===== config.mk =====
export PLATFORM = sky130hd
export DESIGN_NAME = bus_chooser_flat
export DESIGN_NICKNAME = d
export VERILOG_FILES = /design/src/rtl/bus_chooser_pkg.sv /design/src/rtl/bus_chooser_if.sv /design/src/rtl/bus_mux8.sv /design/src/rtl/bus_chooser.sv /design/src/flat_wrapper.sv
export SDC_FILE = /design/constraint.sdc
export NUM_CORES = 1
export LEC_CHECK = 0
export ABC_AREA = 0
export CAP_MARGIN = 20
export CORE_UTILIZATION = 30
export CTS_CLUSTER_SIZE = 16
export DETAILED_ROUTE_END_ITERATION = 10
export GPL_ROUTABILITY_DRIVEN = 0
export PLACE_DENSITY = 0.81
export SYNTH_ARGS = -nofsm -noshare
export SYNTH_HDL_FRONTEND = slang
export SYNTH_SLANG_ARGS = --single-unit

===== constraint.sdc =====
create_clock -name CLK -period 0.8 [get_ports CLK]
set_input_delay 0.2 -clock CLK [delete_from_list [all_inputs] [get_ports CLK]]
set_output_delay 0.2 -clock CLK [all_outputs]
set_load 0.01 [all_outputs]

===== src/rtl/bus_chooser_pkg.sv =====
// Shared definitions for the common-bus source selector: select codes
// and default datapath widths. Imported by the control unit and the chooser.
package bus_pkg;

    localparam int BUS_DATA_W = 16;
    localparam int BUS_ADDR_W = 12;

    localparam logic [2:0] BUS_NONE = 3'd0;
    localparam logic [2:0] BUS_AR   = 3'd1;
    localparam logic [2:0] BUS_PC   = 3'd2;
    localparam logic [2:0] BUS_DR   = 3'd3;
    localparam logic [2:0] BUS_AC   = 3'd4;
    localparam logic [2:0] BUS_IR   = 3'd5;
    localparam logic [2:0] BUS_TR   = 3'd6;
    localparam logic [2:0] BUS_MEM  = 3'd7;

endpackage


===== src/rtl/bus_chooser_if.sv =====
// Common-bus bundle: select code, the seven register/memory sources and
// the registered bus value. The control side drives select and sources;
// the chooser returns the bus.
interface bus_chooser_if #(
    parameter int DATA_W = 16,
    parameter int ADDR_W = 12
);
    logic [2:0]        buscode;
    logic [ADDR_W-1:0] ar_outdata;
    logic [ADDR_W-1:0] pc_outdata;
    logic [DATA_W-1:0] dr_outdata;
    logic [DATA_W-1:0] ac_outdata;
    logic [DATA_W-1:0] ir_outdata;
    logic [DATA_W-1:0] tr_outdata;
    logic [DATA_W-1:0] mem_outdata;
    logic [DATA_W-1:0] bus_data;

    modport master (
        output buscode, ar_outdata, pc_outdata, dr_outdata,
               ac_outdata, ir_outdata, tr_outdata, mem_outdata,
        input  bus_data
    );

    modport slave (
        input  buscode, ar_outdata, pc_outdata, dr_outdata,
               ac_outdata, ir_outdata, tr_outdata, mem_outdata,
        output bus_data
    );
endinterface


===== src/rtl/bus_mux8.sv =====
// Combinational 8:1 mux of DATA_W-wide words. An unknown select is not
// resolved to any source: the output goes X so the fault stays visible.
module bus_mux8 #(
    parameter int DATA_W = 16
) (
    input  logic [2:0]             sel,
    input  logic [7:0][DATA_W-1:0] din,
    output logic [DATA_W-1:0]      dout
);

    // Pick exactly one word per code; no priority between inputs.
    always_comb begin
        dout = 'x;
        case (sel)
            3'd0:    dout = din[0];
            3'd1:    dout = din[1];
            3'd2:    dout = din[2];
            3'd3:    dout = din[3];
            3'd4:    dout = din[4];
            3'd5:    dout = din[5];
            3'd6:    dout = din[6];
            3'd7:    dout = din[7];
            default: dout = 'x;
        endcase
    end

endmodule


===== src/rtl/bus_chooser.sv =====
// Common-bus source selector. Zero-extends the address-width sources,
// selects one source by buscode and registers it so every bus consumer
// sees a clean value one clock after the select.
module bus_chooser
    import bus_pkg::*;
#(
    parameter int DATA_W = BUS_DATA_W,
    parameter int ADDR_W = BUS_ADDR_W
) (
    input  logic          CLK,
    input  logic          RST_N,
    bus_chooser_if.slave  bus
);

    logic [7:0][DATA_W-1:0] src_p0;
    logic [DATA_W-1:0]      sel_p0;
    logic [DATA_W-1:0]      bus_p1;

    // Place each source in its code slot; AR/PC get zero upper bits.
    always_comb begin
        src_p0           = '0;
        src_p0[BUS_NONE] = '0;
        src_p0[BUS_AR]   = DATA_W'(bus.ar_outdata);
        src_p0[BUS_PC]   = DATA_W'(bus.pc_outdata);
        src_p0[BUS_DR]   = bus.dr_outdata;
        src_p0[BUS_AC]   = bus.ac_outdata;
        src_p0[BUS_IR]   = bus.ir_outdata;
        src_p0[BUS_TR]   = bus.tr_outdata;
        src_p0[BUS_MEM]  = bus.mem_outdata;
    end

    bus_mux8 #(
        .DATA_W (DATA_W)
    ) u_mux (
        .sel  (bus.buscode),
        .din  (src_p0),
        .dout (sel_p0)
    );

    // ---- stage p0 -> p1: bus register, loads every edge, async clear ----
    always_ff @(posedge CLK or negedge RST_N) begin
        if (!RST_N) begin
            bus_p1 <= '0;
        end else begin
            bus_p1 <= sel_p0;
        end
    end

    assign bus.bus_data = bus_p1;

endmodule


===== src/flat_wrapper.sv =====
// flat-port wrapper written by rule: the top's interface ports become plain ports
module bus_chooser_flat import bus_pkg::*;
#(
    parameter int DATA_W = BUS_DATA_W,
    parameter int ADDR_W = BUS_ADDR_W
)
  (CLK, RST_N, bus_buscode, bus_ar_outdata, bus_pc_outdata, bus_dr_outdata, bus_ac_outdata, bus_ir_outdata, bus_tr_outdata, bus_mem_outdata, bus_bus_data);
  bus_chooser_if #(.DATA_W(DATA_W), .ADDR_W(ADDR_W)) bus_i ();
  input  logic CLK;
  input  logic RST_N;
  input wire logic [$bits(bus_i.buscode)-1:0] bus_buscode;
  input wire logic [$bits(bus_i.ar_outdata)-1:0] bus_ar_outdata;
  input wire logic [$bits(bus_i.pc_outdata)-1:0] bus_pc_outdata;
  input wire logic [$bits(bus_i.dr_outdata)-1:0] bus_dr_outdata;
  input wire logic [$bits(bus_i.ac_outdata)-1:0] bus_ac_outdata;
  input wire logic [$bits(bus_i.ir_outdata)-1:0] bus_ir_outdata;
  input wire logic [$bits(bus_i.tr_outdata)-1:0] bus_tr_outdata;
  input wire logic [$bits(bus_i.mem_outdata)-1:0] bus_mem_outdata;
  output wire logic [$bits(bus_i.bus_data)-1:0] bus_bus_data;
  assign bus_i.buscode = bus_buscode;
  assign bus_i.ar_outdata = bus_ar_outdata;
  assign bus_i.pc_outdata = bus_pc_outdata;
  assign bus_i.dr_outdata = bus_dr_outdata;
  assign bus_i.ac_outdata = bus_ac_outdata;
  assign bus_i.ir_outdata = bus_ir_outdata;
  assign bus_i.tr_outdata = bus_tr_outdata;
  assign bus_i.mem_outdata = bus_mem_outdata;
  assign bus_bus_data = bus_i.bus_data;
  bus_chooser #(.DATA_W(DATA_W), .ADDR_W(ADDR_W)) u_core (.CLK(CLK), .RST_N(RST_N), .bus(bus_i));
endmodule

==> out/summary.txt <==
Status: complete, but fails checks
Failing checks: negative setup slack
Req. time, crit path: 600 ps
Top cell type's share of synthesized area: 31.25%
# IOs: 125
Global routing usage on met2: 43.13%
Register area share after synthesis: 31.25%
Least-Margin Pin Slew: 395.8 ps
Sink Count: 16
Mapped cell area: 1281 um^2
Synth top area cells: dfrtp_1 (31%), mux2i_1 (28%), a311o_1 (7.8%)
Core area: 4058 um^2
Fin worst setup slack: -177.0 ps
CP bufs+invs: 1
Met1 Track Usage GR: 26.47%
Aggregate negative setup slack: -3812 ps
Switch Pwr: 854.6 uW
ANT cells: 0
Final worst path period share: 122.1%
Largest net degree at the start of global routing: 11
Leak pwr: 1.516 nW
PD cells: 1018 nW/um^2
CP max stage delay: 390 ps
Clock Tree Root: clkbuf_8
CTS tree: yes
DR vias: 1684
Global-route wire length before repair: 7.707 mm
Number of synthesized register bits: 16
Crit path max fanout: 1
Post-Synthesis Cells: 127
Initial DRC Count: 89
Peak VDD IR: 739.7 uV
HPWL Detailed: 3.986 mm
WHS: 294.4 ps
Max-slew headroom: 73.25%
Critical path arrival: 780 ps
PortBufs: 124
Clock power share: 24.7%
Max Buffers Root-to-Sink: 2
Fin. Hold Viols: 0
Max FFs per register: 16
Max Cap Viol: 0
Gr busiest metal: met2
Post-synth cell types: 22
Layout cells sized above 1: 28.57%
Die Wd: 67.35 um
CP Class: reg2out
Via count of the first global-routing pass: 1585
Worst-path clk slew: 70 ps
Hold_buf cts: 0
DIE HEIGHT: 67.35 um
Type of origin of the critical path: flip-flop
Initial Utilization: 31.58%
Cell accounting for the most synthesized area: dfrtp_1
Critical Path Start: u_core.bus.bus_data[11]
Die area: 4536 um^2
YS warnings: 0
DRC: 0
Comb power frac: 45.3%
P_int: 2.216 mW
TritonCTS buffer count: 3
Fmax: 1.024 GHz
Standard-cell row count: 23
Nets: 390
Initial antenna violation count: 0
Top Family by Delay on Critical Path: flip-flops
Type of the most critical hold path: in2async
Slew Viols, Final: 0
Global Route Usage Sum: 22.84%
Final setup viols: 32
Final WL: 5.836 mm
H-tree depth: 1
Met3 Track Usage GR: 2.872%
Minimum clock period: 977.0 ps
Power share of the sequential group: 30.1%
Drt first pass iters: 4
Grt total ovfl: 0
Sw Share: 27.83%
PnR Total Power: 3.070 mW
Routed WL per cell: 17.68 um
Slowest-stage cell, CP: dfrtp_1
Area Overhead vs Synth: 135.4%
DR vias/cell: 5.103
Cell Chain, Critical Path: buf_6
Mean Syn Cell Area: 10.09 um^2
Syn nets: 236
DRT antenna net count: 0
RSZ-0062 raised after global routing: yes
Crit path capture type: output pin
==> how the worst max path moves through the flow <==
stage / to / cells after the start
CTS: u_core.bus.bus_data[0] / 5
global route: bus_bus_data[10] / 1
floorplan: u_core.bus.bus_data[10] / 5
finish: bus_bus_data[11] / 1
detailed placement: u_core.bus.bus_data[10] / 6
global placement: u_core.bus.bus_data[2] / 6
==> metal layers <==
metal | wire length, um | up-vias | part of all wire (%)
li1 | - | 809 | -
met1 | 2168 | 789 | 37
met2 | 3203 | 82 | 55
met3 | 388 | 4 | 6.6
met4 | 75 | 0 | 1.3
met5 | 0 | - | 0
==> placed cells by master (no fill, tap or decap), drive strengths merged <==
cell type      count
dlygate4sd2       75
clkdlybuf4s50     23
nand3              5
dlymetal6s2s       6
o22ai             10
nor4bb             1
dfrtp             16
a22oi              1
clkbuf             6
nor2b              2
nor2              13
a31o               1
a22o               8
mux2               1
a311o             10
a211o              1
o21ai              6
buf               53
clkdlybuf4s15      1
mux2i             36
mux4               1
nand2b             2
nand2              2
==> power by group through the flow <==
stage / clock network [mW] / logic (mW) / registers, mW
floorplan: 0 / 0.423 / 0.981
global placement: 0 / 1.30 / 0.932
detailed placement: 0 / 1.32 / 0.932
CTS: 0.743 / 1.27 / 0.916
global route: 0.814 / 1.48 / 0.931
finish: 0.757 / 1.39 / 0.924
==> cells by family after synthesis <==
family	Yosys count	synth area share [%]
flops	16	31.25
simple gates	24	8.984
compound gates	37	22.46
buf+inv	12	6.543
mux	38	30.76
==> timing repair <==
action / CTS / global route
buffers inserted: 8 / 1
resized for setup: 187 / 24
gates cloned: 3 / 3
pin swaps: 44 / 22
endpoints found under the setup margin: 32 / 32
==> stage by stage <==
step / setup slack (ps) / area (um^2) / cells / utilization, %
after floorplan: -282.6 / 1318 / 127 / -
after global placement: -794.4 / 2710 / 312 / 66.79
after detailed placement: -825.6 / 2710 / 312 / 66.79
after CTS: -167.0 / 2853 / 327 / 70.31
after global routing: -203.8 / 3015 / 330 / 74.31
final: -177.0 / 3015 / 330 / 74.31
==> cells in the mapped netlist <==
cell type and count:
a211o_1 1, a22o_1 8, a22oi_1 1, a311o_1 10
a31o_2 1, buf_2 4, buf_4 3, buf_6 3
clkbuf_1 2, dfrtp_1 16, mux2_2 1, mux2i_1 36
mux4_2 1, nand2_1 2, nand2b_1 2, nand3_1 5
nor2_1 11, nor2_2 1, nor2b_1 2, nor4bb_1 1
o21ai_0 6, o22ai_1 10
==> layout make-up <==
cell class / count / area (um^2)
Timing Repair Buffer: 160 / 1588
Fill cell: 287 / 1042
Multi-Input combinational cell: 100 / 909.6
Sequential cell: 16 / 400.4
Tap cell: 50 / 62.56
Clock buffer: 4 / 55.05
Note: power is estimated with default switching activity, not from simulation.
